`config.mk`:
```
export PLATFORM = sky130hd
export DESIGN_NAME = mem_port_arbiter
export DESIGN_NICKNAME = d
export VERILOG_FILES = /design/src/rtl/mem_port_arbiter.sv
export SDC_FILE = /design/constraint.sdc
export NUM_CORES = 1
export LEC_CHECK = 0
export BUFFER_PORTS_ARGS = -buffer_cell sky130_fd_sc_hd__buf_4
export CAP_MARGIN = 20
export CORE_AREA = 2 2 125 115
export CTS_BUF_LIST = sky130_fd_sc_hd__clkbuf_8
export DETAILED_ROUTE_END_ITERATION = 12
export DIE_AREA = 0 0 127 117
export PLACE_DENSITY = 0.81
export SYNTH_ARGS = -nofsm -noshare
export SYNTH_HDL_FRONTEND = slang
export SYNTH_SLANG_ARGS = --single-unit
```
`constraint.sdc`:
```
create_clock -name clk -period 5.15 [get_ports clk]
set_clock_uncertainty 0.2 [all_clocks]
set_input_delay 0.7725 -clock clk [delete_from_list [all_inputs] [get_ports clk]]
set_output_delay 0.7725 -clock clk [all_outputs]
set_load 0.01 [all_outputs]
```
`src/rtl/mem_port_arbiter.sv`:
```
`default_nettype none
// ---------------------------------------------------------------------------
// mem_port_arbiter: shares one single-port memory backend between the fetch
// and data ports. Optional watchdog: define CONFIG_MEM_ARB_TIMEOUT_EN.
// Revision: 1.0
// ---------------------------------------------------------------------------
module mem_port_arbiter #(
  parameter int STARVE_MAX = 4,
  parameter int TIMEOUT    = 255
) (
  input  logic        clk,
  input  logic        rst,
  input  logic        if_req,
  input  logic [31:0] if_addr,
  output logic        if_ready,
  output logic        if_rvalid,
  output logic [31:0] if_rdata,
  output logic        if_err,
  input  logic        d_req,
  input  logic        d_we,
  input  logic [31:0] d_addr,
  input  logic [31:0] d_wdata,
  input  logic [3:0]  d_be,
  output logic        d_ready,
  output logic        d_rvalid,
  output logic [31:0] d_rdata,
  output logic        d_err,
  output logic        mem_req,
  output logic        mem_we,
  output logic [31:0] mem_addr,
  output logic [31:0] mem_wdata,
  output logic [3:0]  mem_be,
  input  logic        mem_ack,
  input  logic        mem_rvalid,
  input  logic [31:0] mem_rdata,
  output logic        busy
);

  if (STARVE_MAX < 1 || STARVE_MAX > 15 || TIMEOUT < 1 || TIMEOUT > 255) begin : g_param_check
    $error("mem_port_arbiter: parameter out of range");
  end

  localparam logic [3:0] STARVE_CAP = 4'(STARVE_MAX);

  typedef enum logic [1:0] {
    IDLE  = 2'd0,
    ISSUE = 2'd1,
    WAIT  = 2'd2
  } state_e;

  state_e      state_q;
  logic        owner_q;
  logic [3:0]  starve_q;
  logic [3:0]  starve_d;
  logic        if_ready_q, if_rvalid_q, if_err_q;
  logic [31:0] if_rdata_q;
  logic        d_ready_q, d_rvalid_q, d_err_q;
  logic [31:0] d_rdata_q;
  logic        mem_req_q, mem_we_q;
  logic [31:0] mem_addr_q, mem_wdata_q;
  logic [3:0]  mem_be_q;
  logic        busy_q;

  logic        fetch_win, data_win;
  logic        tmo, fin_ok, fin_tmo;
  logic [31:0] fin_data;

  // Data wins unless fetch has already waited through STARVE_MAX data grants.
  always_comb begin
    fetch_win = 1'b0;
    data_win  = 1'b0;
    starve_d  = starve_q;
    if (state_q == IDLE) begin
      if (if_req && (!d_req || starve_q == STARVE_CAP)) begin
        fetch_win = 1'b1;
        starve_d  = '0;
      end else if (d_req) begin
        data_win = 1'b1;
        if (!if_req) begin
          starve_d = '0;
        end else if (starve_q != STARVE_CAP) begin
          starve_d = starve_q + 4'd1;
        end
      end
    end
  end

`ifdef CONFIG_MEM_ARB_TIMEOUT_EN
  localparam logic [7:0] TMO_LAST = 8'(TIMEOUT - 1);
  logic [7:0] wdog_q;

  always_ff @(posedge clk or negedge rst) begin
    if (!rst) begin
      wdog_q <= '0;
    end else if (state_q == IDLE || tmo || (state_q == ISSUE && mem_ack)) begin
      wdog_q <= '0;
    end else begin
      wdog_q <= wdog_q + 8'd1;
    end
  end

  assign tmo = (state_q != IDLE) && (wdog_q == TMO_LAST);
`else
  assign tmo = 1'b0;
`endif

  // A real completion or an ack takes precedence over a coincident timeout.
  assign fin_ok   = (state_q == WAIT) && mem_rvalid;
  assign fin_tmo  = tmo && !fin_ok && !((state_q == ISSUE) && mem_ack);
  assign fin_data = (fin_tmo || mem_we_q) ? 32'd0 : mem_rdata;

  always_ff @(posedge clk or negedge rst) begin
    if (!rst) begin
      state_q     <= IDLE;
      owner_q     <= 1'b0;
      starve_q    <= '0;
      if_ready_q  <= 1'b0;
      if_rvalid_q <= 1'b0;
      if_err_q    <= 1'b0;
      if_rdata_q  <= '0;
      d_ready_q   <= 1'b0;
      d_rvalid_q  <= 1'b0;
      d_err_q     <= 1'b0;
      d_rdata_q   <= '0;
      mem_req_q   <= 1'b0;
      mem_we_q    <= 1'b0;
      mem_addr_q  <= '0;
      mem_wdata_q <= '0;
      mem_be_q    <= '0;
      busy_q      <= 1'b0;
    end else begin
      if_ready_q  <= 1'b0;
      if_rvalid_q <= 1'b0;
      if_err_q    <= 1'b0;
      d_ready_q   <= 1'b0;
      d_rvalid_q  <= 1'b0;
      d_err_q     <= 1'b0;
      starve_q    <= starve_d;

      case (state_q)
        IDLE: begin
          if (fetch_win || data_win) begin
            state_q   <= ISSUE;
            busy_q    <= 1'b1;
            mem_req_q <= 1'b1;
            owner_q   <= data_win;
            if (data_win) begin
              mem_we_q    <= d_we;
              mem_addr_q  <= d_addr;
              mem_wdata_q <= d_wdata;
              mem_be_q    <= d_be;
              d_ready_q   <= 1'b1;
            end else begin
              mem_we_q    <= 1'b0;
              mem_addr_q  <= if_addr;
              mem_wdata_q <= '0;
              mem_be_q    <= 4'hF;
              if_ready_q  <= 1'b1;
            end
          end
        end
        ISSUE: begin
          if (mem_ack) begin
            mem_req_q <= 1'b0;
            state_q   <= WAIT;
          end
        end
        WAIT: ;
        default: begin
          state_q   <= IDLE;
          busy_q    <= 1'b0;
          mem_req_q <= 1'b0;
        end
      endcase

      if (fin_ok || fin_tmo) begin
        state_q   <= IDLE;
        busy_q    <= 1'b0;
        mem_req_q <= 1'b0;
        if (owner_q) begin
          d_rvalid_q <= 1'b1;
          d_err_q    <= fin_tmo;
          d_rdata_q  <= fin_data;
        end else begin
          if_rvalid_q <= 1'b1;
          if_err_q    <= fin_tmo;
          if_rdata_q  <= fin_data;
        end
      end
    end
  end

  assign if_ready  = if_ready_q;
  assign if_rvalid = if_rvalid_q;
  assign if_rdata  = if_rdata_q;
  assign if_err    = if_err_q;
  assign d_ready   = d_ready_q;
  assign d_rvalid  = d_rvalid_q;
  assign d_rdata   = d_rdata_q;
  assign d_err     = d_err_q;
  assign mem_req   = mem_req_q;
  assign mem_we    = mem_we_q;
  assign mem_addr  = mem_addr_q;
  assign mem_wdata = mem_wdata_q;
  assign mem_be    = mem_be_q;
  assign busy      = busy_q;

endmodule
`default_nettype wire
```
Word level (Yosys, flattened, before mapping)
Cells that the tools add are included.
{"block": "op_classes", "add_sub_neg": 1, "n_eq_ne": 9, "muxes": 34, "bitwise_logic": 1, "n_reduce_logical": 14}
{"op": "$mux W32", "count": 3}
{"op": "$mux W1", "count": 20}
{"op": "$mux W4", "count": 5}
{"op": "$reduce_and A2 Y1", "count": 4}
{"op": "$mux W2", "count": 3}
{"op": "$pmux W2 S3", "count": 1}
{"op": "$reduce_and A3 Y1", "count": 2}
{"op": "$add A4 B1 Y4 const B", "count": 1}
{"op": "$eq A4 B3 Y1 const B", "count": 1}
{"op": "$ne A4 B3 Y1 const B", "count": 1}
{"op": "$ne A3 B1 Y1 const B", "count": 1}
{"op": "$ne A3 B2 Y1 const B", "count": 1}
{"op": "$ne A3 B3 Y1 const B", "count": 1}
{"op": "$pmux W1 S3", "count": 1}
{"op": "$eq A2 B1 Y1 const B", "count": 1}
{"op": "$eq A2 B2 Y1 const B", "count": 1}
{"op": "$logic_and A1 B1 Y1", "count": 2}
{"op": "$logic_not A2 Y1", "count": 1}
{"op": "$logic_or A1 B1 Y1", "count": 2}
{"op": "$ne A2 B1 Y1 const B", "count": 1}
{"op": "$ne A2 B2 Y1 const B", "count": 1}
{"op": "$pmux W1 S2", "count": 1}
{"op": "$reduce_bool A2 Y1", "count": 1}
{"op": "$reduce_or A2 Y1", "count": 1}
{"op": "other kinds (2)", "count": 2}
{"block": "word_totals", "register_bits": 146, "input_bits": 139, "output_inout_bits": 141}

Logic depth before layout (Yosys ltp)
Gate-level depths: netlist of run 1.
{"block": "logic_depth", "depth_word": 9, "depth_mapped": 7, "depth_no_buf": 6}

Least setup slack after synthesis of run 1
No wires, ideal clock.
{"block": "synth_path", "path_kind": "input port to flip-flop", "startpoint": "input port d_req", "endpoint": "register mem_addr_q[11] (netlist: mem_addr[11])", "setup_ns": 0.129, "arrival_time_ns": 1.613, "required_ns": 4.821, "path_slack_ns": 3.208, "path_stages": 5, "n_path_buf": 2, "path_cell_list": "or3b_1 -> buf_2 -> buf_4 -> o21ai_0 -> a31oi_1"}
{"block": "synth_between", "elab_chain_len": 7, "elab_cells_between_ends": 11, "classes_between": "mux: 6; reduce/logical: 5"}
{"element": "from (decl)", "line_no": "19", "source": "input logic d_req,"}
{"element": "$logic_not A1 Y1", "line_no": "74", "source": "if (if_req && (!d_req || starve_q == STARVE_CAP)) begin"}
{"element": "$logic_or A1 B1 Y1", "line_no": "74"}
{"element": "$logic_and A1 B1 Y1", "line_no": "74"}
{"element": "$mux W1", "line_no": "74"}
{"element": "$mux W1", "line_no": "73", "source": "if (state_q == IDLE) begin"}
{"element": "$logic_or A1 B1 Y1", "line_no": "142", "source": "if (fetch_win || data_win) begin"}
{"element": "$reduce_and A2 Y1 (no source line)"}
{"element": "to (signal assigned)", "line_no": "149", "source": "mem_addr_q <= d_addr;"}
{"element": "to (signal assigned)", "line_no": "155", "source": "mem_addr_q <= if_addr;"}
{"element": "to (decl)", "line_no": "60", "source": "logic [31:0] mem_addr_q, mem_wdata_q;"}
Several ways; a longest one is shown, not always the timed one.
A chain may end at the register's enable or synchronous reset.

Worst setup path after layout of run 1
{"block": "layout_path", "startpoint": "register starve_q[0]", "endpoint": "register mem_wdata_q[3] (netlist: mem_wdata[3])"}
{"block": "layout_between", "elab_chain_len": 7, "elab_cells_between_ends": 10, "classes_between": "eq/ne: 1; mux: 5; reduce/logical: 4"}
{"element": "from (decl)", "line_no": "53", "source": "logic [3:0] starve_q;"}
{"element": "from (signal assigned)", "line_no": "138", "source": "starve_q <= starve_d;"}
{"element": "$eq A4 B3 Y1 (*)", "line_no": "74"}
{"element": "$logic_or A1 B1 Y1 (*)", "line_no": "74"}
{"element": "$logic_and A1 B1 Y1 (*)", "line_no": "74"}
{"element": "$mux W1", "line_no": "74"}
{"element": "$mux W1", "line_no": "73"}
{"element": "$logic_or A1 B1 Y1", "line_no": "142"}
{"element": "$reduce_and A2 Y1 (no source line)"}
{"element": "to (signal assigned)", "line_no": "150", "source": "mem_wdata_q <= d_wdata;"}
{"element": "to (decl)", "line_no": "60"}
Mark *: on every way between the ends. The rest lies on a longest branch, timed or not.

==> flow_summary.yaml, run 1 <==
clocking:
  numClockSinks: 145
  cts_tree: "yes"
  cts_made_buffers: 17
  clock_path_buffers: 2
  clk_pin_slew_ns: 0.08
  ctsResizeCount: 0
  htreeDepth: 4
  root_buffer: "clkbuf_8"
  insertion_delay_ns: 0.44
timing:
  finalSetupViolations: 0
  period_minus_slack_ns: 2.434
  max-slew-margin-rel_pct: 50.91
  period_share_pct: 47.26
  rsz0062_at_grt: "no"
  clock.fmax_mhz: 410.9
  slew_violations: 0
  worst_slack_ns: 2.716
  hold_viol: 0
  tightest_slew_ns: 0.7338
  tns_ns: 0
logic_synthesis:
  synthMuxAreaShare_pct: 0.1675
  ys_seq_elements: 145
  synthesis.area_um2: 5977
  seq_area_frac_synth_pct: 60.71
  yosys_warnings: 0
  async_flop_share_pct: 100.0
  synthCells: 567
  synthAdderAreaFrac_pct: 0.4187
  synth_top_family_by_area: "compound AO/OA/AOI/OAI gates"
  yosysUniqueCellTypes: 35
  synth_compound_area_share_pct: 17.90
  synth_ff_type: "dfrtp_1"
  yosys.area_share.simple_pct: 15.80
  syn_area_per_cell_um2: 10.54
  synth_edf_count: 0
  synth_xor_area_share_pct: 0
critical_path:
  cp-end-kind: "register"
  crit_required_ns: 5.33
  path_max_fanout: 35
  cp-start-kind: "register"
  critical_path_class: "reg -> reg"
  critPathArrivalTime_ns: 2.61
cells_and_area:
  layout-drive-gt1-share_pct: 38.78
  antenna_cells: 0
  nNetsFinal: 966
  multi_input_area_um2: 2062
  regArea_um2: 3628
  instances_no_fill: 1010
  fillers: 1172
  syn2layout_area_growth_pct: 44.11
route:
  route.antenna.remaining_nets: 0
  wirelength_mm: 16.79
  route.detailed.drc: 0
  avgViaCountPerCell: 5.293
  dr.first_iter.drc_count: 314
  via_count: 5346
  first_pass_iters: 5
  wl_per_cell_um: 16.62
global_route:
  grt_pass1_wl_mm: 25.70
  grt_pass1_vias: 5044
  grt_usage_pct: 22.08
  antenna_found_initial: 0
  grt-ovfl-total: 0
  grt_max_degree: 111
floorplanning:
  die_area_um2: 14860
  start_util_pct: 43.80
  core-area_um2: 13650
  ioPinCount: 280
  die_h_um: 117
  fp.dieW_um: 127
  fp-row-count: 41
placement:
  dp.cells: 974
  dp_slack_ns: 1.879
  dpl.hpwl_mm: 11.29
  gp_congestion: 0.8293
  port_buffers: 277
hold_path:
  hold_path.class: "reg -> reg"
power:
  p_leak_nw: 4.236
  peakVddDrop_v: 0.0002931
  power.density_nw_per_um2: 614.5
  power_mw: 5.293
outcome:
  status: "complete, no violations"
flow_run:
  maxCapViolations: 0
[per-stage QoR]
stage          cell area (um^2)  util, %  hold WS [ns]
2_1_floorplan              5981        -        0.2640
3_3_place_gp               8071    59.15        0.2618
3_5_place_dp               8071    59.15        0.2724
4_1_cts                    8533    62.53        0.2904
5_1_grt                    8613    63.12        0.3019
6_report                   8613    63.12        0.2823
[worst paths after layout]
kind	depth (start not counted)	slack [ns]	end	start
hold / removal	2	0.28	d_rdata[19]$_DFFE_PN0P_	d_rdata[19]$_DFFE_PN0P_
setup / recovery	7	2.72	mem_wdata[3]$_DFFE_PN0P_	starve_q[0]$_DFFE_PN0P_
max in group asynchronous	4	3.05	mem_be[3]$_DFFE_PN0P_	rst
min in group asynchronous	2	0.49	if_rdata[19]$_DFFE_PN0P_	rst
hold reg to reg	2	0.28	d_rdata[19]$_DFFE_PN0P_	d_rdata[19]$_DFFE_PN0P_
setup reg to reg	7	2.72	mem_wdata[3]$_DFFE_PN0P_	starve_q[0]$_DFFE_PN0P_
[where the power goes]
part           total [mW]  switching, mW  leakage [nW]  internal [mW]
clock network        1.03          0.443         0.230          0.589
logic                2.26           1.13          2.20           1.12
registers            2.00          0.335          1.81           1.67
[placed cells by master, fill, tap and decap left out, types with 4 or more instances in the layout]
cell	instances
dfrtp_1	145
nand2_1	68
o21ai_1	31
clkbuf_8	18
o21ai_0	71
a22o_1	33
clkinv_4	4
inv_1	6
nand3_1	35
bufinv_16	5
nor3_1	33
nand2b_1	33
o22a_1	4
a31oi_1	32
buf_4	284
[flip-flops by register name, indices dropped and copies added (netlist names)]
| signal | cells |
|---|---|
| state_q | 2 |
| if_rvalid | 1 |
| mem_be | 4 |
| starve_q | 4 |
| mem_wdata | 32 |
| d_rdata | 32 |
| busy | 1 |
| if_ready | 1 |
| mem_we | 1 |
| d_rvalid | 1 |
| d_ready | 1 |
| if_rdata | 32 |
| owner_q | 1 |
| mem_addr | 32 |
[worst max-delay path, cell delays in order (launching register included)]
cell and delay (ns):
dfrtp_1 0.38, inv_1 0.08, ha_1 0.23, nand4b_1 0.11
buf_4 0.35, nand2_1 0.25, inv_2 0.50, a22o_1 0.25
[cell type report]
| cell class | count | share of cell area [%] |
|---|---|---|
| clock buffer | 18 | 2.876 |
| sequential | 145 | 42.13 |
| multi-input combinational | 366 | 23.94 |
| clock inverter | 14 | 2.484 |
| tap | 172 | 2.499 |
| inverter | 6 | 0.2615 |
| timing repair buffer | 289 | 25.81 |
[cells in the mapped netlist (all sizes together), types with 2 or more instances]
cell type	number	area share, %
buf	29	3.2
a22o	33	4.8
clkbuf	22	1.4
nor3b	2	0.63
o22a	4	0.59
nand4	2	0.21
nor3	33	2.8
nand2	69	4.4
nor2b	2	0.21
a31oi	32	3.3
nand2b	33	3.5
or3b	2	0.29
inv	6	0.38
nand3	35	2.9
o21ai	102	8.5
nor2	2	0.17
dfrtp	145	61
nand4b	2	0.29
ha	2	0.42
[what timing repair did]
action                                 in CTS  in global routing
endpoints found under the hold margin       0                  7
setup endpoints to repair                   0                  0
setup buffers                               0                  0
hold buffers                                0                  1
[cells by family (layout without fill, tap and decap cells)]
kind of cell               after synthesis  count (layout)
and+or+nand+nor                        185             185
AOI/OAI and AO/OA                      176             176
DFF                                    145             145
buffers and inverters                   57             327
adders and majority gates                2               2
other                                    1               2
muxes                                    1               1
[routing by layer]
layer | vias up | track usage, % | part of all wire, %
met1 | 2545 | 28.89 | 41
met5 | - | 0 | 0
met2 | 245 | 35.91 | 49
met3 | 30 | 5.455 | 6.9
li1 | 2526 | - | -
met4 | 0 | 8.791 | 2.5
No activity file was read; power rests on OpenSTA's default activity.
==> inputs of run 2 (changes only) <==
ABC_AREA = 1   (was not set)
CORE_AREA = 2 2 131 120   (was 2 2 125 115)
DIE_AREA = 0 0 133 122   (was 0 0 127 117)
PLACE_DENSITY = 0.83   (was 0.81)
clock period = 2.15 ns   (was 5.15 ns; I/O delays follow)
==> run 2 against run 1 <==
Compared with the run above:
- first-iteration DRC count up 79%
- sequential cell count unchanged
- critical path depth unchanged
- setup slack worse by 2.5 ns
- synthesized cell count up 48%
- power is 140% higher
- count of clock-buffer cells in the layout rose by 2
- combinational power is 150% higher
- largest cell class unchanged
==> flow_summary.yaml, run 2 <==
outcome:
  status: "complete, no violations"
route:
  avgViaCountPerCell: 5.046
  wl_per_cell_um: 16.10
  route.antenna.remaining_nets: 0
  wirelength_mm: 23.35
  via_count: 7317
  first_pass_iters: 5
  dr.first_iter.drc_count: 562
  route.detailed.drc: 0
logic_synthesis:
  synthCells: 840
  synth_most_common_cell: "nand2_1"
  async_flop_share_pct: 100.0
  syn_area_per_cell_um2: 7.801
  synth_common_cells: "340 x nand2_1, 145 x dfrtp_1, 111 x inv_1"
  synth_edf_count: 0
  seq_area_frac_synth_pct: 55.38
  synth_ff_type: "dfrtp_1"
  netlist.area_leader.share_pct: 55.38
  synthesis.area_um2: 6553
  yosysUniqueCellTypes: 23
  netlist_top_cells_area: "dfrtp_1 55%, nand2_1 19%, inv_1 6.4%"
  yosys_warnings: 0
  ys_seq_elements: 145
  yosys.area.top_type: "dfrtp_1"
floorplanning:
  die_area_um2: 16230
  fp.dieW_um: 133
  fp-row-count: 43
  start_util_pct: 43.65
  core-area_um2: 15010
  ioPinCount: 280
  die_h_um: 122
placement:
  gp_congestion: 0.8062
  dpl.hpwl_mm: 13.02
  post_dp_cell_area_um2: 8838
  port_buffers: 277
power:
  p_leak_nw: 6.033
  power.density_nw_per_um2: 1192
  peakVddDrop_v: 0.0006455
clocking:
  insertion_delay_ns: 0.44
  numClockSinks: 145
  cts_made_buffers: 17
  clk_pin_slew_ns: 0.08
  cts_setup_buffers: 0
  clock_path_buffers: 2
  cts_tree: "yes"
  htreeDepth: 4
  root_buffer: "clkbuf_8"
global_route:
  grt_max_degree: 60
  antenna_found_initial: 1
  grt-ovfl-total: 0
  grt_pass1_wl_mm: 36.90
  grt_usage_pct: 28.88
  grt_pass1_vias: 7448
cells_and_area:
  fillers: 1017
  layout-drive-gt1-share_pct: 27.02
  layout_common_cells: "340 x nand2_1, 287 x buf_4, 145 x dfrtp_1"
  syn2layout_area_growth_pct: 61.62
  layout.cells.most_common: "nand2_1"
  nNetsFinal: 1375
  postLayoutCellArea_um2: 10590
timing:
  period_share_pct: 91.59
  max-slew-margin-rel_pct: 61.57
  period_minus_slack_ns: 1.969
  finalSetupViolations: 0
  tightest_slew_ns: 0.5756
  slew_violations: 0
  clock.fmax_mhz: 507.8
  hold_viol: 0
  rsz0062_at_grt: "no"
  tns_ns: 0
critical_path:
  cp-start-kind: "register"
  path_max_fanout: 34
  crit_chain: "inv_1 > ha_1 > nand4_2 > nand2_2 > inv_2 > nand2_1 > nand2_1"
  critPathSlowestCell: "inv_2"
  rr_worst_depth: 7
  critical_path_class: "reg -> reg"
  crit_required_ns: 2.33
  crit_top_cell: "nand2_1"
  max_stage_delay_ns: 0.46
  critPathArrivalTime_ns: 2.15
  cp-end-kind: "register"
hold_path:
  hold_depth: 5
  hold_path.class: "in -> reg"
flow_run:
  maxCapViolations: 0
==> run 2: worst paths after layout <==
check	slack (ns)	endpoint	start
min in group asynchronous	0.17	d_rdata[0]$_DFFE_PN0P_	rst
max in group asynchronous	0.98	if_rdata[17]$_DFFE_PN0P_	rst
setup reg to reg	0.18	mem_wdata[12]$_DFFE_PN0P_	starve_q[0]$_DFFE_PN0P_
setup / recovery	0.18	mem_wdata[12]$_DFFE_PN0P_	starve_q[0]$_DFFE_PN0P_
hold / removal	0.03	if_rdata[30]$_DFFE_PN0P_	mem_rdata[30]
hold reg to reg	0.29	mem_wdata[22]$_DFFE_PN0P_	mem_wdata[22]$_DFFE_PN0P_
==> run 2: where the power goes <==
| part | switching [mW] | internal, mW |
|---|---|---|
| registers | 0.743 | 3.87 |
| clock network | 1.05 | 1.36 |
| logic | 3.14 | 2.47 |
==> run 2: logic make-up after synthesis <==
family          synth area share [%]
simple gates                   27.86
buf+inv                        10.43
flops                          55.38
compound gates                 5.633
xor+xnor                      0.2674
fa+ha+maj                     0.3818
other cells                  0.05723
==> run 2: repair_timing <==
action	CTS	global route
hold buffers	129	0
hold endpoints to repair	257	0
setup endpoints to repair	0	5
resized for setup	0	2
==> run 2: area by class of cell <==
class                   instances  area [um^2]  area share, %
diodes                          1        2.502        0.02363
clock buffers                  20        275.3          2.599
inverters                     115        431.7          4.076
well taps                     202        252.7          2.387
flip-flops and latches        145         3628          34.26
clock inverters                12        176.4          1.666
multi-input cells             532         2255          21.29
repair buffers                423         3568          33.70
==> run 2: per-layer routing <==
| metal | global-route usage [%] | wire length [um] |
|---|---|---|
| met3 | 8.198 | 2249 |
| met4 | 12.90 | 805 |
| met1 | 34.50 | 8761 |
| met5 | 0 | 0 |
| met2 | 48.96 | 11530 |
==> run 2: critical path: cells and delay by family, from the launching register on <==
| kind | cells | cell delay [ns] |
|---|---|---|
| simple gates | 4 | 0.54 |
| fa+ha+maj | 1 | 0.24 |
| flops | 1 | 0.38 |
| buf+inv | 2 | 0.54 |
==> run 2: metrics by stage <==
stage	hold slack, ns	power (mW)	instances	util, %	worst slack [ns]
6_report	0.02849	12.62	1450	70.55	0.1809
5_1_grt	0.01400	13.38	1450	70.55	0.01193
4_1_cts	0.001728	12.41	1449	70.49	0.1977
3_5_place_dp	0.07296	9.801	1288	58.88	0.09736
3_3_place_gp	0.07192	9.635	1288	58.88	0.1357
2_1_floorplan	-0.1731	7.076	841	-	0.5434
